File: src/rtl/rca_ioctl_upload.sv
// rtl/rca_ioctl_upload.sv - HPS ioctl upload responder: serves image read-back through the memory arbiter
//
// Ports:
//   clk, reset_n                      system clock (clk_sys), synchronous active-low reset
//   ioctl_upload, ioctl_index         upload-in-progress level and active ioctl index from hps_io
//   ioctl_rd, ioctl_addr              single-cycle read strobe and 25-bit byte address
//   ioctl_din, ioctl_wait             returned byte and hold-off flag toward hps_io
//   save_trig, ioctl_upload_req       save request level in, one-cycle upload request pulse out
//   mem_req, mem_addr, mem_gnt, mem_q request/grant read port to the memory arbiter
//   busy                              transaction in flight
module rca_ioctl_upload #(
    parameter int           AW    = 12,
    parameter int           SIZE  = 4096,
    parameter logic [7:0]   INDEX = 8'h01,
    parameter int           LAT   = 1
) (
    input  logic            clk,
    input  logic            reset_n,
    input  logic            ioctl_upload,
    input  logic [7:0]      ioctl_index,
    input  logic            ioctl_rd,
    input  logic [24:0]     ioctl_addr,
    output logic [7:0]      ioctl_din,
    output logic            ioctl_wait,
    input  logic            save_trig,
    output logic            ioctl_upload_req,
    output logic            mem_req,
    output logic [AW-1:0]   mem_addr,
    input  logic            mem_gnt,
    input  logic [7:0]      mem_q,
    output logic            busy
);

    typedef enum logic [1:0] {
        IDLE,
        REQ,
        WAIT
    } state_t;

    localparam logic [1:0]  LAT_C  = 2'(LAT);
    localparam logic [24:0] SIZE_C = 25'(SIZE);

    state_t         state, state_nxt;
    logic [1:0]     cnt, cnt_nxt;
    logic [7:0]     din_nxt;
    logic [AW-1:0]  addr_nxt;
    logic           save_d;
    logic           accept;
    logic           in_range;

    // A strobe is only considered on an IDLE cycle; anything else is dropped.
    assign accept   = (state == IDLE) & ioctl_rd & ioctl_upload & (ioctl_index == INDEX);
    // Full 25-bit compare so aliases above the image never touch memory.
    assign in_range = (ioctl_addr < SIZE_C);

    assign mem_req    = (state == REQ);
    assign busy       = (state != IDLE);
    // Asserted combinationally on the accepting cycle so HPS never samples stale data.
    assign ioctl_wait = busy | (accept & in_range);

    always_comb begin
        state_nxt = state;
        cnt_nxt   = cnt;
        din_nxt   = ioctl_din;
        addr_nxt  = mem_addr;
        case (state)
            IDLE: begin
                if (accept) begin
                    if (in_range) begin
                        state_nxt = REQ;
                        addr_nxt  = ioctl_addr[AW-1:0];
                    end else begin
                        din_nxt = 8'hFF;
                    end
                end
            end
            REQ: begin
                if (!ioctl_upload) begin
                    state_nxt = IDLE;
                end else if (mem_gnt) begin
                    state_nxt = WAIT;
                    cnt_nxt   = LAT_C;
                end
            end
            WAIT: begin
                // Abort takes priority: a late mem_q must not overwrite ioctl_din.
                if (!ioctl_upload) begin
                    state_nxt = IDLE;
                end else if (cnt <= 2'd1) begin
                    din_nxt   = mem_q;
                    state_nxt = IDLE;
                end else begin
                    cnt_nxt = cnt - 2'd1;
                end
            end
            default: state_nxt = IDLE;
        endcase
    end

    always_ff @(posedge clk) begin
        if (!reset_n) begin
            state            <= IDLE;
            cnt              <= 2'd0;
            ioctl_din        <= 8'h00;
            mem_addr         <= '0;
            // Treat save_trig as already high so a level present at release does not pulse.
            save_d           <= 1'b1;
            ioctl_upload_req <= 1'b0;
        end else begin
            state            <= state_nxt;
            cnt              <= cnt_nxt;
            ioctl_din        <= din_nxt;
            mem_addr         <= addr_nxt;
            save_d           <= save_trig;
            ioctl_upload_req <= save_trig & ~save_d & ~ioctl_upload;
        end
    end

endmodule

File: config.mk
export PLATFORM = sky130hd
export DESIGN_NAME = rca_ioctl_upload
export DESIGN_NICKNAME = d
export VERILOG_FILES = /design/src/rtl/rca_ioctl_upload.sv
export SDC_FILE = /design/constraint.sdc
export NUM_CORES = 1
export LEC_CHECK = 0
export ABC_AREA = 1
export CAP_MARGIN = 20
export CORE_ASPECT_RATIO = 0.9
export CORE_UTILIZATION = 35
export DETAILED_ROUTE_END_ITERATION = 12
export PLACE_DENSITY = 0.87
export REMOVE_ABC_BUFFERS = 1
export SYNTH_ARGS = -nofsm -noshare
export SYNTH_HDL_FRONTEND = slang
export SYNTH_SLANG_ARGS = --single-unit
File: constraint.sdc
create_clock -name clk -period 1.2 [get_ports clk]
set_input_delay 0.24 -clock clk [delete_from_list [all_inputs] [get_ports clk]]
set_output_delay 0.24 -clock clk [all_outputs]
set_load 0.03 [all_outputs]
==> flow_metrics.env <==
export IMPL_ir_drop_uv=629
export IMPL_clock_latency_ns=0.27
export IMPL_fillers=305
export IMPL_max_freq_ghz=0.675
export IMPL_synth_area_per_cell_sq_um=6.59
export IMPL_die_y_microns=60.5
export IMPL_min_delay_start="save_d$_SDFF_PN1_"
export IMPL_first_pass_iters=4
export IMPL_synth_mux_area_share_pct=0
export IMPL_antenna_left=0
export IMPL_cp_required_ns=0.96
export IMPL_setup_slack_ns=-0.282
export IMPL_crit_type="reg2out"
export IMPL_grt_ovfl_total=0
export IMPL_p_leak_nw=1.19
export IMPL_clkTransAtPathRegs_ns=0.09
export IMPL_synth_seq_cells=26
export IMPL_startpoint="state[1]$_SDFFE_PN0P_"
export IMPL_yosysMostFrequentCell="nand2_1"
export IMPL_detailed_place_area_sq_um=2130
export IMPL_die_area_sq_um=4050
export IMPL_h_tree_depth=1
export IMPL_synth_largest_area_cell="dfxtp_1"
export IMPL_synth_adder_area_share_pct=0.940
export IMPL_place_gp_congestion=0.760
export IMPL_violations="setup timing"
export IMPL_r2r_start="state[1]$_SDFFE_PN0P_"
export IMPL_synth_top_area_share_pct=39.1
export IMPL_whs_ns=0.397
export IMPL_hp_class="reg2reg"
export IMPL_cts_buffer_depth=2
export IMPL_start_kind="register"
export IMPL_ys_top_cells_by_count="nand2_1 (49), nor2_1 (47), inv_1 (34), dfxtp_1 (26)"
export IMPL_p_per_area_nw_per_um2=773
export IMPL_swShare_pct=18.7
export IMPL_grtUsageTotal_pct=18.5
export IMPL_drc=0
export IMPL_grt_pass1_wl_microns=5620
export IMPL_internal_power_mw=1.44
export IMPL_cts_buffers=3
export IMPL_synth_compound_area_share_pct=6.02
export IMPL_combPwrFrac_pct=10.3
export IMPL_synth_cell_types=22
export IMPL_viasPerCell=4.30
export IMPL_register_area_sq_um=523
export IMPL_synth_edf_count=0
export IMPL_status="finished with violations"
export IMPL_arrival_ns=1.24
export IMPL_synth_ff_type="dfxtp_1"
export IMPL_core_area_sq_um=3500
export IMPL_io_pin_count=71
export IMPL_multi_input_area_sq_um=696
export IMPL_die_x_microns=67.0
export IMPL_hold_violations=0
export IMPL_final_core_util_pct=65.5
export IMPL_ff2ff_setup_slack_ns=-0.09
export IMPL_portBuffers=70
export IMPL_min_period_ns=1.48
export IMPL_cts_sinks=26
export IMPL_rsz0062_at_grt="true"
export IMPL_sequentialPowerShare_pct=48.8
export IMPL_n_antenna_cell=0
export IMPL_ys_warn_count=0
export IMPL_drv_cap=0
export IMPL_final_cell_area_sq_um=2290
export IMPL_antenna_found_initial=0
export IMPL_hpwlAfterDp_microns=2470
export IMPL_ys_async_sr_fraction_pct=0
export IMPL_worstMarginPinSlew_ns=0.244
export IMPL_clock_root_buffer="clkbuf_8"
export IMPL_drive_above_1_share_pct=28.2
export IMPL_dr_total_vias=1441
export IMPL_yosys_area_share_simple_pct=40.0
export IMPL_tritoncts="done"
export IMPL_grt_max_degree=26
export IMPL_start_util_pct=38.0
export IMPL_syn_inst=202
export IMPL_wirelength_microns=3490
export IMPL_syn_to_final_growth_pct=72.3
export IMPL_rows=20
export IMPL_critPathMaxFanout=2
export IMPL_fin_crit_sh_pct=123
export IMPL_worstSetupEndpointType="primary output"
export IMPL_holdBufCountCts=0
export IMPL_slew_viol_final=0
export IMPL_nets=340
export IMPL_final_setup_viol_count=26
export IMPL_fin_worst_skew_ns=0.00205
export IMPL_synth_area_leaders="dfxtp_1 (39%), nand2_1 (14%), nor2_1 (13%)"
export IMPL_switchingPower_uw=331
export IMPL_mappedNetlistArea_sq_um=1330
export IMPL_slew_headroom_pct=83.8
export IMPL_routedWlPerCell_microns=10.4
export IMPL_grt_pass1_vias=1336
export IMPL_ys_seq_area_share_pct=39.1
export IMPL_power_share_clock_pct=40.9
export IMPL_first_iter_violations=71
export IMPL_synth_top_family_by_area="simple AND/OR/NAND/NOR gates"
export IMPL_synth_xor_area_share_pct=0
-- flip-flops by register name, summed over array words and instances (netlist names) --
signal	count
mem_addr	12
state	2
save_d	1
cnt	2
ioctl_din	8
ioctl_upload_req	1
-- timing repair --
| item | CTS | global route |
|---|---|---|
| gates resized for setup | 32 | 10 |
| pin swaps | 25 | 14 |
| buffers inserted | 5 | 1 |
| endpoints found under the setup margin | 27 | 27 |
| endpoints found under the hold margin | 0 | 0 |
| cloned | 0 | 1 |
-- cells in the final DEF, fill, tap and decap left out, types with 5 or more instances in the layout --
master	Yosys	routed
dfxtp_1	26	24
clkdlybuf4s50_1	0	28
nand2_1	49	47
nor2_1	47	47
buf_4	2	39
dlygate4sd2_1	0	13
or2_2	8	8
dlymetal6s2s_1	0	5
a21oi_2	2	6
nand3_1	7	6
inv_1	34	30
-- final timing paths --
check,end,cells after the start
setup / recovery,ioctl_wait,8
hold / removal,ioctl_upload_req$_SDFF_PN0_,1
setup reg to reg,ioctl_din[3]$_SDFFE_PN0P_,9
hold reg to reg,ioctl_upload_req$_SDFF_PN0_,1
-- metrics by stage --
stage	std cells	setup TNS, ns	total power, mW	setup WS [ns]
floorplan	196	-2.12	0.908	-0.337
global placement	327	-9.21	1.08	-0.427
detailed placement	327	-10.13	1.08	-0.461
CTS	334	-2.46	1.79	-0.308
global route	335	-4.98	1.84	-0.373
finish	335	-1.96	1.77	-0.282
-- worst max-delay path, cell delays in order, from the launching register on --
cell	delay (ns)
dfxtp_2	0.33
inv_2	0.06
nand2_2	0.05
nor2_1	0.08
nand2_1	0.09
nor2_4	0.12
nand2_4	0.06
nand3_2	0.06
buf_6	0.13
-- final cells by class --
cell class,instances,area share [%]
timing repair buffer,90,35.5
multi-input combinational,136,30.3
sequential,26,22.8
inverter,35,5.84
tap,44,2.40
clock buffer,3,1.80
clock inverter,1,1.31
-- logic make-up after synthesis --
logic type,after synthesis
and+or+nand+nor,121
AOI/OAI and AO/OA,13
buffers and inverters,41
DFF,26
adders and majority gates,1
-- power by group through the flow --
| stage | clock (mW) | combinational (mW) | sequential [mW] |
|---|---|---|---|
| global route | 0.775 | 0.199 | 0.866 |
| detailed placement | 0 | 0.199 | 0.886 |
| CTS | 0.736 | 0.186 | 0.865 |
| finish | 0.724 | 0.183 | 0.865 |
| floorplan | 0 | 0.0203 | 0.887 |
| global placement | 0 | 0.196 | 0.886 |
-- routing by layer --
layer  part of all wire, %  vias up  wire length (microns)  global-route usage, %
met1                    44      617                   1550                   21.6
met4                  0.54        0                     19                   4.26
met3                   5.7        4                    200                   5.08
met5                     0        -                      0                      0
li1                      -      784                      -                      -
met2                    49       36                   1720                   33.6
No activity file was read; power rests on OpenSTA's default activity.
